<file path="src/rtl/msft_dv_ip_clk_div_gen_pkg.sv">
// Shared types and helpers for the multi-channel clock divider:
// the lock-state encoding, the minimum legal divisor and the divisor clamp.
package msft_dv_ip_clk_div_pkg;

    typedef enum logic [0:0] {
        S_WAIT = 1'b0,
        S_RUN  = 1'b1
    } lock_state_t;

    localparam int unsigned MIN_DIV = 2;

    // Divisors below MIN_DIV cannot form a high and a low phase, so they are raised.
    function automatic logic [31:0] clamp_div(input logic [31:0] d);
        logic [31:0] r;
        if (d < 32'(MIN_DIV)) begin
            r = 32'(MIN_DIV);
        end else begin
            r = d;
        end
        return r;
    endfunction

endpackage

</file>
<file path="src/rtl/msft_dv_ip_clk_div_gen_if.sv">
// Configuration and output bundle of the clock divider; the slave side is the
// divider itself, the master side is whoever programs it and consumes the enables.
interface msft_dv_ip_clk_div_gen_if #(
    parameter int NUM_CH = 2,
    parameter int DIV_W  = 8,
    parameter int CH_W   = (NUM_CH > 1) ? $clog2(NUM_CH) : 1
);
    logic              cfgWe_i;
    logic [CH_W-1:0]   cfgCh_i;
    logic [DIV_W-1:0]  cfgDiv_i;
    logic              alignReq_i;
    logic              locked_o;
    logic [NUM_CH-1:0] clkEn_o;
    logic [NUM_CH-1:0] clkDiv_o;
    logic [NUM_CH-1:0] cfgPend_o;

    modport master (
        output cfgWe_i, cfgCh_i, cfgDiv_i, alignReq_i,
        input  locked_o, clkEn_o, clkDiv_o, cfgPend_o
    );

    modport slave (
        input  cfgWe_i, cfgCh_i, cfgDiv_i, alignReq_i,
        output locked_o, clkEn_o, clkDiv_o, cfgPend_o
    );
endinterface

</file>
<file path="src/rtl/msft_dv_ip_clk_div_gen_ch.sv">
// One divider channel: period counter, active and staged divisor, and the
// registered enable pulse / square wave derived from the next counter value.
module msft_dv_ip_clk_div_ch
    import msft_dv_ip_clk_div_pkg::*;
#(
    parameter int               DIV_W   = 8,
    parameter logic [DIV_W-1:0] DEF_DIV = DIV_W'(2)
) (
    input  logic             sysClk_i,
    input  logic             RESETn_i,
    input  logic             run,
    input  logic             align,
    input  logic             we,
    input  logic [DIV_W-1:0] div,
    output logic             en,
    output logic             clk,
    output logic             pend
);

    logic             run_r;
    logic [DIV_W-1:0] cnt_r;
    logic [DIV_W-1:0] cur_r;
    logic [DIV_W-1:0] pend_div_r;
    logic             pending_r;
    logic             en_r;
    logic             clk_r;

    logic [DIV_W-1:0] def_clamp_s;
    logic [DIV_W-1:0] div_clamp_s;
    logic [DIV_W-1:0] pend_eff_s;
    logic             wrap_s;
    logic [DIV_W-1:0] cnt_nxt_s;
    logic [DIV_W-1:0] cur_nxt_s;
    logic             pending_nxt_s;
    logic [DIV_W:0]   half_s;
    logic             en_nxt_s;
    logic             clk_nxt_s;

    // Next counter/divisor state; a staged divisor only lands on a period boundary or an align.
    always_comb begin
        def_clamp_s   = DIV_W'(clamp_div(32'(DEF_DIV)));
        div_clamp_s   = DIV_W'(clamp_div(32'(div)));
        pend_eff_s    = we ? div_clamp_s : pend_div_r;
        wrap_s        = run_r && (cnt_r == (cur_r - DIV_W'(1)));
        cnt_nxt_s     = cnt_r;
        cur_nxt_s     = cur_r;
        pending_nxt_s = pending_r;
        if (!run_r) begin
            cnt_nxt_s     = {DIV_W{1'b0}};
            cur_nxt_s     = we ? div_clamp_s : cur_r;
            pending_nxt_s = 1'b0;
        end else if (align || wrap_s) begin
            cnt_nxt_s     = {DIV_W{1'b0}};
            cur_nxt_s     = pend_eff_s;
            pending_nxt_s = 1'b0;
        end else begin
            cnt_nxt_s     = cnt_r + DIV_W'(1);
            pending_nxt_s = pending_r | we;
        end
        half_s    = ({1'b0, cur_nxt_s} + {{DIV_W{1'b0}}, 1'b1}) >> 1;
        en_nxt_s  = run && (cnt_nxt_s == {DIV_W{1'b0}});
        clk_nxt_s = run && ({1'b0, cnt_nxt_s} < half_s);
    end

    // Channel state and output registers.
    always_ff @(posedge sysClk_i) begin
        if (!RESETn_i) begin
            run_r      <= 1'b0;
            cnt_r      <= {DIV_W{1'b0}};
            cur_r      <= def_clamp_s;
            pend_div_r <= def_clamp_s;
            pending_r  <= 1'b0;
            en_r       <= 1'b0;
            clk_r      <= 1'b0;
        end else begin
            run_r      <= run;
            cnt_r      <= cnt_nxt_s;
            cur_r      <= cur_nxt_s;
            pend_div_r <= pend_eff_s;
            pending_r  <= pending_nxt_s;
            en_r       <= en_nxt_s;
            clk_r      <= clk_nxt_s;
        end
    end

    assign en   = en_r;
    assign clk  = clk_r;
    assign pend = pending_r;

endmodule

</file>
<file path="src/rtl/msft_dv_ip_clk_div_gen.sv">
// Multi-channel clock-enable / divided-clock generator: lock sequencing after
// reset, configuration write decode and NUM_CH independent divider channels.
module msft_dv_ip_clk_div_gen
    import msft_dv_ip_clk_div_pkg::*;
#(
    parameter int                      NUM_CH   = 2,
    parameter int                      DIV_W    = 8,
    parameter int                      LOCK_CYC = 16,
    parameter logic [NUM_CH*DIV_W-1:0] DEF_DIV  = {8'd5, 8'd50},
    parameter int                      CH_W     = (NUM_CH > 1) ? $clog2(NUM_CH) : 1
) (
    input  logic                      sysClk_i,
    input  logic                      RESETn_i,
    msft_dv_ip_clk_div_gen_if.slave   bus
);

    localparam int LCNT_W = $clog2(LOCK_CYC) + 1;

    lock_state_t       state_r;
    lock_state_t       state_nxt_s;
    logic [LCNT_W-1:0] lock_cnt_r;
    logic [LCNT_W-1:0] lock_cnt_nxt_s;
    logic              locked_r;
    logic              run_nxt_s;
    logic              align_s;
    logic [NUM_CH-1:0] we_s;
    logic [NUM_CH-1:0] en_s;
    logic [NUM_CH-1:0] clk_s;
    logic [NUM_CH-1:0] pend_s;

    // Lock sequencer: count out LOCK_CYC cycles, then run until reset.
    always_comb begin
        state_nxt_s    = state_r;
        lock_cnt_nxt_s = lock_cnt_r;
        case (state_r)
            S_WAIT: begin
                if (lock_cnt_r != {LCNT_W{1'b1}}) begin
                    lock_cnt_nxt_s = lock_cnt_r + LCNT_W'(1);
                end else begin
                    lock_cnt_nxt_s = lock_cnt_r;
                end
                if (lock_cnt_r == LCNT_W'(LOCK_CYC - 1)) begin
                    state_nxt_s = S_RUN;
                end else begin
                    state_nxt_s = S_WAIT;
                end
            end
            S_RUN: begin
                state_nxt_s = S_RUN;
            end
            default: begin
                state_nxt_s = S_WAIT;
            end
        endcase
        run_nxt_s = (state_nxt_s == S_RUN);
        align_s   = bus.alignReq_i && (state_r == S_RUN);
    end

    // Write decode; selects beyond NUM_CH match no channel and are dropped.
    always_comb begin
        for (int i = 0; i < NUM_CH; i++) begin
            we_s[i] = bus.cfgWe_i && (32'(bus.cfgCh_i) == 32'(i));
        end
    end

    // Lock state registers.
    always_ff @(posedge sysClk_i) begin
        if (!RESETn_i) begin
            state_r    <= S_WAIT;
            lock_cnt_r <= {LCNT_W{1'b0}};
            locked_r   <= 1'b0;
        end else begin
            state_r    <= state_nxt_s;
            lock_cnt_r <= lock_cnt_nxt_s;
            locked_r   <= run_nxt_s;
        end
    end

    for (genvar g = 0; g < NUM_CH; g++) begin : g_ch
        msft_dv_ip_clk_div_ch #(
            .DIV_W   (DIV_W),
            .DEF_DIV (DEF_DIV[g*DIV_W +: DIV_W])
        ) u_ch (
            .sysClk_i (sysClk_i),
            .RESETn_i (RESETn_i),
            .run      (run_nxt_s),
            .align    (align_s),
            .we       (we_s[g]),
            .div      (bus.cfgDiv_i),
            .en       (en_s[g]),
            .clk      (clk_s[g]),
            .pend     (pend_s[g])
        );
    end

    assign bus.locked_o  = locked_r;
    assign bus.clkEn_o   = en_s;
    assign bus.clkDiv_o  = clk_s;
    assign bus.cfgPend_o = pend_s;

endmodule

</file>
<file path="src/flat_wrapper.sv">
// flat-port wrapper written by rule: the top's interface ports become plain ports
module msft_dv_ip_clk_div_gen_flat import msft_dv_ip_clk_div_pkg::*;
#(
    parameter int                      NUM_CH   = 2,
    parameter int                      DIV_W    = 8,
    parameter int                      LOCK_CYC = 16,
    parameter logic [NUM_CH*DIV_W-1:0] DEF_DIV  = {8'd5, 8'd50},
    parameter int                      CH_W     = (NUM_CH > 1) ? $clog2(NUM_CH) : 1
)
  (sysClk_i, RESETn_i, bus_cfgWe_i, bus_cfgCh_i, bus_cfgDiv_i, bus_alignReq_i, bus_locked_o, bus_clkEn_o, bus_clkDiv_o, bus_cfgPend_o);
  msft_dv_ip_clk_div_gen_if #(.NUM_CH(NUM_CH), .DIV_W(DIV_W), .CH_W(CH_W)) bus_i ();
  input  logic sysClk_i;
  input  logic RESETn_i;
  input wire logic [$bits(bus_i.cfgWe_i)-1:0] bus_cfgWe_i;
  input wire logic [$bits(bus_i.cfgCh_i)-1:0] bus_cfgCh_i;
  input wire logic [$bits(bus_i.cfgDiv_i)-1:0] bus_cfgDiv_i;
  input wire logic [$bits(bus_i.alignReq_i)-1:0] bus_alignReq_i;
  output wire logic [$bits(bus_i.locked_o)-1:0] bus_locked_o;
  output wire logic [$bits(bus_i.clkEn_o)-1:0] bus_clkEn_o;
  output wire logic [$bits(bus_i.clkDiv_o)-1:0] bus_clkDiv_o;
  output wire logic [$bits(bus_i.cfgPend_o)-1:0] bus_cfgPend_o;
  assign bus_i.cfgWe_i = bus_cfgWe_i;
  assign bus_i.cfgCh_i = bus_cfgCh_i;
  assign bus_i.cfgDiv_i = bus_cfgDiv_i;
  assign bus_i.alignReq_i = bus_alignReq_i;
  assign bus_locked_o = bus_i.locked_o;
  assign bus_clkEn_o = bus_i.clkEn_o;
  assign bus_clkDiv_o = bus_i.clkDiv_o;
  assign bus_cfgPend_o = bus_i.cfgPend_o;
  msft_dv_ip_clk_div_gen #(.NUM_CH(NUM_CH), .DIV_W(DIV_W), .LOCK_CYC(LOCK_CYC), .DEF_DIV(DEF_DIV), .CH_W(CH_W)) u_core (.sysClk_i(sysClk_i), .RESETn_i(RESETn_i), .bus(bus_i));
endmodule
</file>
<file path="config.mk">
export PLATFORM = sky130hd
export DESIGN_NAME = msft_dv_ip_clk_div_gen_flat
export DESIGN_NICKNAME = d
export VERILOG_FILES = /design/src/rtl/msft_dv_ip_clk_div_gen_pkg.sv /design/src/rtl/msft_dv_ip_clk_div_gen_if.sv /design/src/rtl/msft_dv_ip_clk_div_gen_ch.sv /design/src/rtl/msft_dv_ip_clk_div_gen.sv /design/src/flat_wrapper.sv
export SDC_FILE = /design/constraint.sdc
export NUM_CORES = 1
export LEC_CHECK = 0
export BUFFER_PORTS_ARGS = -buffer_cell sky130_fd_sc_hd__buf_2
export CORE_MARGIN = 5
export CORE_UTILIZATION = 55
export CTS_CLUSTER_DIAMETER = 60
export DETAILED_ROUTE_END_ITERATION = 8
export GPL_TIMING_DRIVEN = 0
export PLACE_DENSITY = 0.75
export SYNTH_ARGS = -nofsm -noshare
export SYNTH_HDL_FRONTEND = slang
export SYNTH_SLANG_ARGS = --single-unit
</file>
<file path="constraint.sdc">
create_clock -name sysClk_i -period 12 [get_ports sysClk_i]
set_clock_uncertainty 0.2 [all_clocks]
set_input_delay 3 -clock sysClk_i [delete_from_list [all_inputs] [get_ports sysClk_i]]
set_output_delay 3 -clock sysClk_i [all_outputs]
set_load 0.05 [all_outputs]
</file>
Word level (Yosys, flattened, before mapping)

Index checks and enable logic that the tools add are counted.

Register bits after elaboration: 60
Word-level logic and storage cells: 64
Input port bits: 13

Reductions and logical operators: 16
Order comparisons: 3
Equality and inequality tests: 4
Bitwise logic cells: 5
Muxes and demuxes: 15
$add $sub $neg: 7

Operators by type and width:

| operator              | number |
|---|---|
| $mux W8               | 13 |
| $add A8 B1 Y9 const B | 2 |
| $add A8 B1 Y8 const B | 2 |
| $eq A8 B8 Y1          | 2 |
| $logic_not A8 Y1      | 2 |
| $lt A8 B8 Y1          | 2 |
| $sub A8 B1 Y8 const B | 2 |
| $logic_and A1 B1 Y1   | 9 |
| $lt A8 B2 Y1 const B  | 1 |
| $reduce_or A3 Y1      | 2 |
| $add A5 B1 Y5 const B | 1 |
| $eq A5 B4 Y1 const B  | 1 |
| $ne A5 B5 Y1 const B  | 1 |
| $not A1 Y1            | 3 |
| $logic_or A1 B1 Y1    | 2 |
| $or A1 B1 Y1          | 2 |
| $pmux W1 S2           | 1 |
| $reduce_and A2 Y1     | 1 |
| $mux W1               | 1 |

Longest topological paths before layout

Word-level depth: 9
Depth in mapped cells: 19

By module

Synthesis repeated with hierarchy kept, for this count alone.

Cells, all modules: 535
Area, all modules: 4,342.9 µm²

By module, submodules not included:

| module                                       | times used | sequential area each (µm²) | area an instance (µm²) | cells an instance |
|---|---|---|---|---|
| msft_dv_ip_clk_div_ch at u_core.g_ch[1].u_ch | 1          | 560.5                      | 2,063.2                | 254 |
| msft_dv_ip_clk_div_ch at u_core.g_ch[0].u_ch | 1          | 560.5                      | 1,969.4                | 250 |
| msft_dv_ip_clk_div_gen                       | 1          | 120.1                      | 310.3                  | 31 |

Worst setup path before layout

Ideal clock, no wire load.

Path type: input -> register
Start point: input port bus_alignReq_i
End point: register u_core.g_ch[0].u_ch.clk_r
Slack: 6,152 ps
Arrival time: 5,590 ps
Path buffers: 1
Stages on the path: 13
Path through: nor2b_1 > clkbuf_1 > a21oi_2 > a221oi_2 > nor3b_4 > nand4_1 > xor2_1 > ha_1 > a21oi_1 > o21ai_0 > or3_1 > a2111oi_0 > or3_1

Longest elaborated chain between the ends: 7

RTL lines:

| element               | RTL line                        | RTL |
|---|---|---|
| start, declared       | flat_wrapper.sv:17              | `input wire logic [$bits(bus_i.alignReq_i)-1:0] bus_alignReq_i;` |
| $logic_and A1 B1 Y1 * | msft_dv_ip_clk_div_gen.sv:56    | `align_s = bus.alignReq_i && (state_r == S_RUN);` |
| $logic_or A1 B1 Y1 *  | msft_dv_ip_clk_div_gen_ch.sv:52 | `end else if (align \|\| wrap_s) begin` |
| $mux W8               | msft_dv_ip_clk_div_gen_ch.sv:52 |  |
| $mux W8               | msft_dv_ip_clk_div_gen_ch.sv:48 | `if (!run_r) begin` |
| $add A8 B1 Y9         | msft_dv_ip_clk_div_gen_ch.sv:60 | `half_s = ({1'b0, cur_nxt_s} + {{DIV_W{1'b0}}, 1'b1}) >> 1;` |
| $lt A8 B8 Y1 *        | msft_dv_ip_clk_div_gen_ch.sv:62 | `clk_nxt_s = run && ({1'b0, cnt_nxt_s} < half_s);` |
| $logic_and A1 B1 Y1 * | msft_dv_ip_clk_div_gen_ch.sv:62 |  |
| end signal, assigned  | msft_dv_ip_clk_div_gen_ch.sv:82 | `clk_r <= clk_nxt_s;` |
| end, declared         | msft_dv_ip_clk_div_gen_ch.sv:26 | `logic clk_r;` |

Mark *: on every way between the ends. The rest lies on a longest branch, timed or not.
A chain may end at the register's enable or synchronous reset.

Worst setup path in the final report

Start point: input port bus_cfgDiv_i[6]
End point: register u_core.g_ch[0].u_ch.clk_r

Longest elaborated chain between the ends: 8

RTL lines:

| element                              | RTL line                         | RTL |
|---|---|---|
| start, declared                      | flat_wrapper.sv:16               | `input wire logic [$bits(bus_i.cfgDiv_i)-1:0] bus_cfgDiv_i;` |
| $lt A8 B2 Y1 *                       | msft_dv_ip_clk_div_gen_pkg.sv:15 | `if (d < 32'(MIN_DIV)) begin` |
| $mux W8 *                            | msft_dv_ip_clk_div_gen_pkg.sv:15 |  |
| $mux W8                              | msft_dv_ip_clk_div_gen_ch.sv:43  | `pend_eff_s = we ? div_clamp_s : pend_div_r;` |
| $mux W8                              | msft_dv_ip_clk_div_gen_ch.sv:52  |  |
| $mux W8 *                            | msft_dv_ip_clk_div_gen_ch.sv:48  |  |
| net u_core.g_ch[0].u_ch.cur_nxt_s[0] | msft_dv_ip_clk_div_gen_ch.sv:33  | `logic [DIV_W-1:0] cur_nxt_s;` |
| $add A8 B1 Y9 *                      | msft_dv_ip_clk_div_gen_ch.sv:60  |  |
| $lt A8 B8 Y1 *                       | msft_dv_ip_clk_div_gen_ch.sv:62  |  |
| $logic_and A1 B1 Y1 *                | msft_dv_ip_clk_div_gen_ch.sv:62  |  |

The timed path passes the listed nets; every way through them passes the cells marked *.

==> flow_metrics.tcl <==
set metrics [dict create \
    die_h_um 93.9 \
    slew_viol_final 0 \
    tightest_slew_ps 849 \
    clock_sinks 60 \
    antenna_found_initial 0 \
    ys_types 68 \
    synth_top_area_share_pct 31.0 \
    end_kind "register" \
    cp_cell_sequence "buf_2 > nor4_1 > nand2_1 > o21ai_0 > a21oi_1 > o22a_1 > ha_1 > and3_4 > xnor2_1 > ha_1 > nand4_1 > o21ai_0 > or3_1 > a2111oi_0 > or3_1" \
    startpoint_type "input pin" \
    globalplace.congestion 0.841 \
    fp-row-count 30 \
    tns_ps 0 \
    route.vias.total 3517 \
    hold_viol 0 \
    r2r-start "u_core.g_ch[0].u_ch.cur_r[0]" \
    syn2layout_area_growth_pct 10.3 \
    core_area_mm2 0.00683 \
    start_util_pct 56.7 \
    cts_buffers 9 \
    clk_pin_slew_ps 70 \
    fmax_mhz 162 \
    p_leak_nw 1.76 \
    cp-endpoint "u_core.g_ch[0].u_ch.clk" \
    drc 0 \
    r2r_setup_slack_ps 7440 \
    critPathMaxStageDelay_ps 460 \
    dp_hpwl_um 7170 \
    hp-class "reg -> reg" \
    hold_buffers 0 \
    final.period_utilization_pct 51.5 \
    ioPinCount 20 \
    grt_max_degree 11 \
    antenna_left 0 \
    critPathArrivalTime_ps 6260 \
    yosys_warnings 0 \
    io_buffers 18 \
    final-setup-viol-count 0 \
    drt_iter0_markers 214 \
    synth_area_leaders "dfxtp_1 (31%), ha_1 (7.4%), nor2_1 (6.3%)" \
    grt-ovfl-total 0 \
    grtUsageTotal_pct 22.8 \
    crit_path_start "bus_cfgDiv_i[6]" \
    die-area_mm2 0.00882 \
    post_cts_buffers 0 \
    synthArstFlopShare_pct 0 \
    root_buffer "clkbuf_8" \
    outcome "complete, no violations" \
    synth_seq_cells 60 \
    clock_latency_ps 340 \
    clock_path_buffers 2 \
    drt_wl_total_um 9550 \
    r2r_cells 16 \
    synth-seq-area-share_pct 31.0 \
    layout-drive-gt1-share_pct 10.7 \
    cp.required_ps 12090 \
    n_antenna_cell 0 \
    die_w_um 93.9 \
    h-tree-depth 3 \
    cp_max_fo 4 \
    cts_tree "built" \
    period_minus_slack_ps 6180 \
    synthCells 491 \
    drv_cap 0 \
    grt_setup_unrepaired "false" \
    critPathSlowestCell "o21ai_0" \
    avgSynthCellArea_um2 7.88 \
    cts_resized 0 \
    syn-cell-area_mm2 0.00387 \
    synth_ff_type "dfxtp_1" \
    grt_pass1_wl_um 16000 \
    fin_util_pct 62.5 \
    viasPerCell 5.67 \
    synth-edff-count 0 \
    vdd_ir_drop_max_mv 0.0743 \
    synth_top_area_cell "dfxtp_1" \
    p_per_area_mw_per_mm2 105 \
    wl_per_cell_um 15.4 \
    path_class "in -> reg" \
    slew_headroom_pct 42.8 \
    r2r_end "u_core.g_ch[0].u_ch.clk" \
    syn_nets 527 \
    dr.pass1.iters 4 \
    final_nets 556 \
    grt_pass1_vias 3392 \
]
[state kept, by name, indices dropped and copies added, names as in the netlist]
name                         cells
u_core.g_ch.u_ch.pend            2
u_core.g_ch.u_ch.en              2
u_core.g_ch.u_ch.cur_r          16
u_core.g_ch.u_ch.clk             2
u_core.g_ch.u_ch.cnt_r          16
u_core.g_ch.u_ch.pend_div_r     16
u_core.bus.locked_o              1
u_core.lock_cnt_r                5
[logic make-up after synthesis]
logic type,after synthesis,synth area share (%)
adder cells (fa/ha/maj),24,7.69
AO/OA/AOI/OAI,99,18.3
XOR/XNOR,44,9.95
flip-flops,60,31.0
buffers and inverters,43,4.78
AND/OR/NAND/NOR,221,28.2
[per-stage QoR]
stage               worst slack [ps]  instance area (um^2)  power [mW]  std cells  hold slack [ps]
detailed placement              5520                  4080       0.272        605              258
floorplan                       6150                  3870       0.257        491              230
global placement                5570                  4080       0.270        605              243
global route                    5400                  4270       0.469        620              283
CTS                             5860                  4270       0.451        620              271
finish                          5820                  4270       0.448        620              270
[worst max-delay path: cells and delay by family]
kind / cells / cell delay [ps]
buf+inv: 1 / 150
simple gates: 6 / 1220
xor+xnor: 1 / 120
compound gates: 5 / 1200
fa+ha+maj: 2 / 550
[synthesized netlist by cell type, types with 2 or more instances]
| library cell | number |
|---|---|
| a2111oi_0 | 2 |
| a211oi_1 | 3 |
| a21o_1 | 5 |
| a21oi_1 | 31 |
| a221oi_1 | 3 |
| a221oi_2 | 3 |
| a22oi_1 | 2 |
| a2bb2oi_1 | 2 |
| a311o_1 | 3 |
| a31oi_1 | 2 |
| a41o_1 | 2 |
| a41oi_1 | 2 |
| and2_1 | 11 |
| and2b_1 | 2 |
| and3_1 | 12 |
| and3b_1 | 3 |
| buf_1 | 2 |
| buf_4 | 6 |
| clkbuf_1 | 18 |
| dfxtp_1 | 60 |
| ha_1 | 23 |
| inv_1 | 16 |
| nand2_1 | 60 |
| nand2b_1 | 5 |
| nand3_1 | 20 |
| nand3b_1 | 3 |
| nand4_1 | 5 |
| nor2_1 | 65 |
| nor2b_1 | 8 |
| nor3_1 | 6 |
| nor3b_1 | 2 |
| nor4_1 | 3 |
| o211ai_1 | 3 |
| o21ai_0 | 14 |
| o21ai_1 | 2 |
| o22a_1 | 2 |
| o22ai_1 | 2 |
| o32ai_1 | 2 |
| or2_2 | 2 |
| or3_1 | 4 |
| xnor2_1 | 18 |
| xor2_1 | 26 |
[cell usage in the layout (no fill, tap or decap), drive strengths merged, types with 4 or more instances in the layout]
cell,count
and2,12
dfxtp,60
ha,23
xnor2,18
and3b,4
a21oi,33
nand4,5
nor2b,8
and3,13
nand2,61
nand3,20
or3,4
a221oi,6
o21ai,16
nor4,4
inv,16
xor2,26
buf,27
clkbuf,28
nor2,65
nand2b,5
nor3,6
a21o,5
[worst min-delay path by stage]
stage          slack, ps                              start                                end  cells after the start
6_report             270  u_core.g_ch[0].u_ch.pend_div_r[3]  u_core.g_ch[0].u_ch.pend_div_r[3]                      2
4_1_cts              270  u_core.g_ch[0].u_ch.pend_div_r[3]  u_core.g_ch[0].u_ch.pend_div_r[3]                      2
3_3_place_gp         240  u_core.g_ch[0].u_ch.pend_div_r[5]  u_core.g_ch[0].u_ch.pend_div_r[5]                      2
5_1_grt              280  u_core.g_ch[0].u_ch.pend_div_r[6]  u_core.g_ch[0].u_ch.pend_div_r[6]                      2
2_1_floorplan        230  u_core.g_ch[0].u_ch.pend_div_r[5]  u_core.g_ch[0].u_ch.pend_div_r[5]                      2
3_5_place_dp         260  u_core.g_ch[0].u_ch.pend_div_r[5]  u_core.g_ch[0].u_ch.pend_div_r[5]                      2
[layout make-up]
type                    instances  area (um^2)
plain buffers                  27          125
clock buffers                  10          138
repair buffers                 18         90.1
fillers                       625         2560
inverters                      16         60.1
clock inverters                 5         52.6
multi-input cells             388         2480
well taps                      96          120
flip-flops and latches         60         1200
[metal layers]
layer / track usage [%] / part of all wire (%) / up-vias
met5: 0 / 0 / -
met4: 8.30 / 1.8 / 0
met3: 5.13 / 3.1 / 20
met2: 39.2 / 50 / 73
met1: 27.7 / 45 / 1649
li1: - / - / 1775
[power breakdown]
part           switching, mW  internal (mW)  leakage, nW  total (mW)
Sequential           0.00609          0.206        0.489       0.212
Clock                 0.0803         0.0992       0.0979       0.179
Combinational         0.0333         0.0235         1.18      0.0569
Total                  0.120          0.329         1.76       0.448
(Power assumes the default switching activity.)
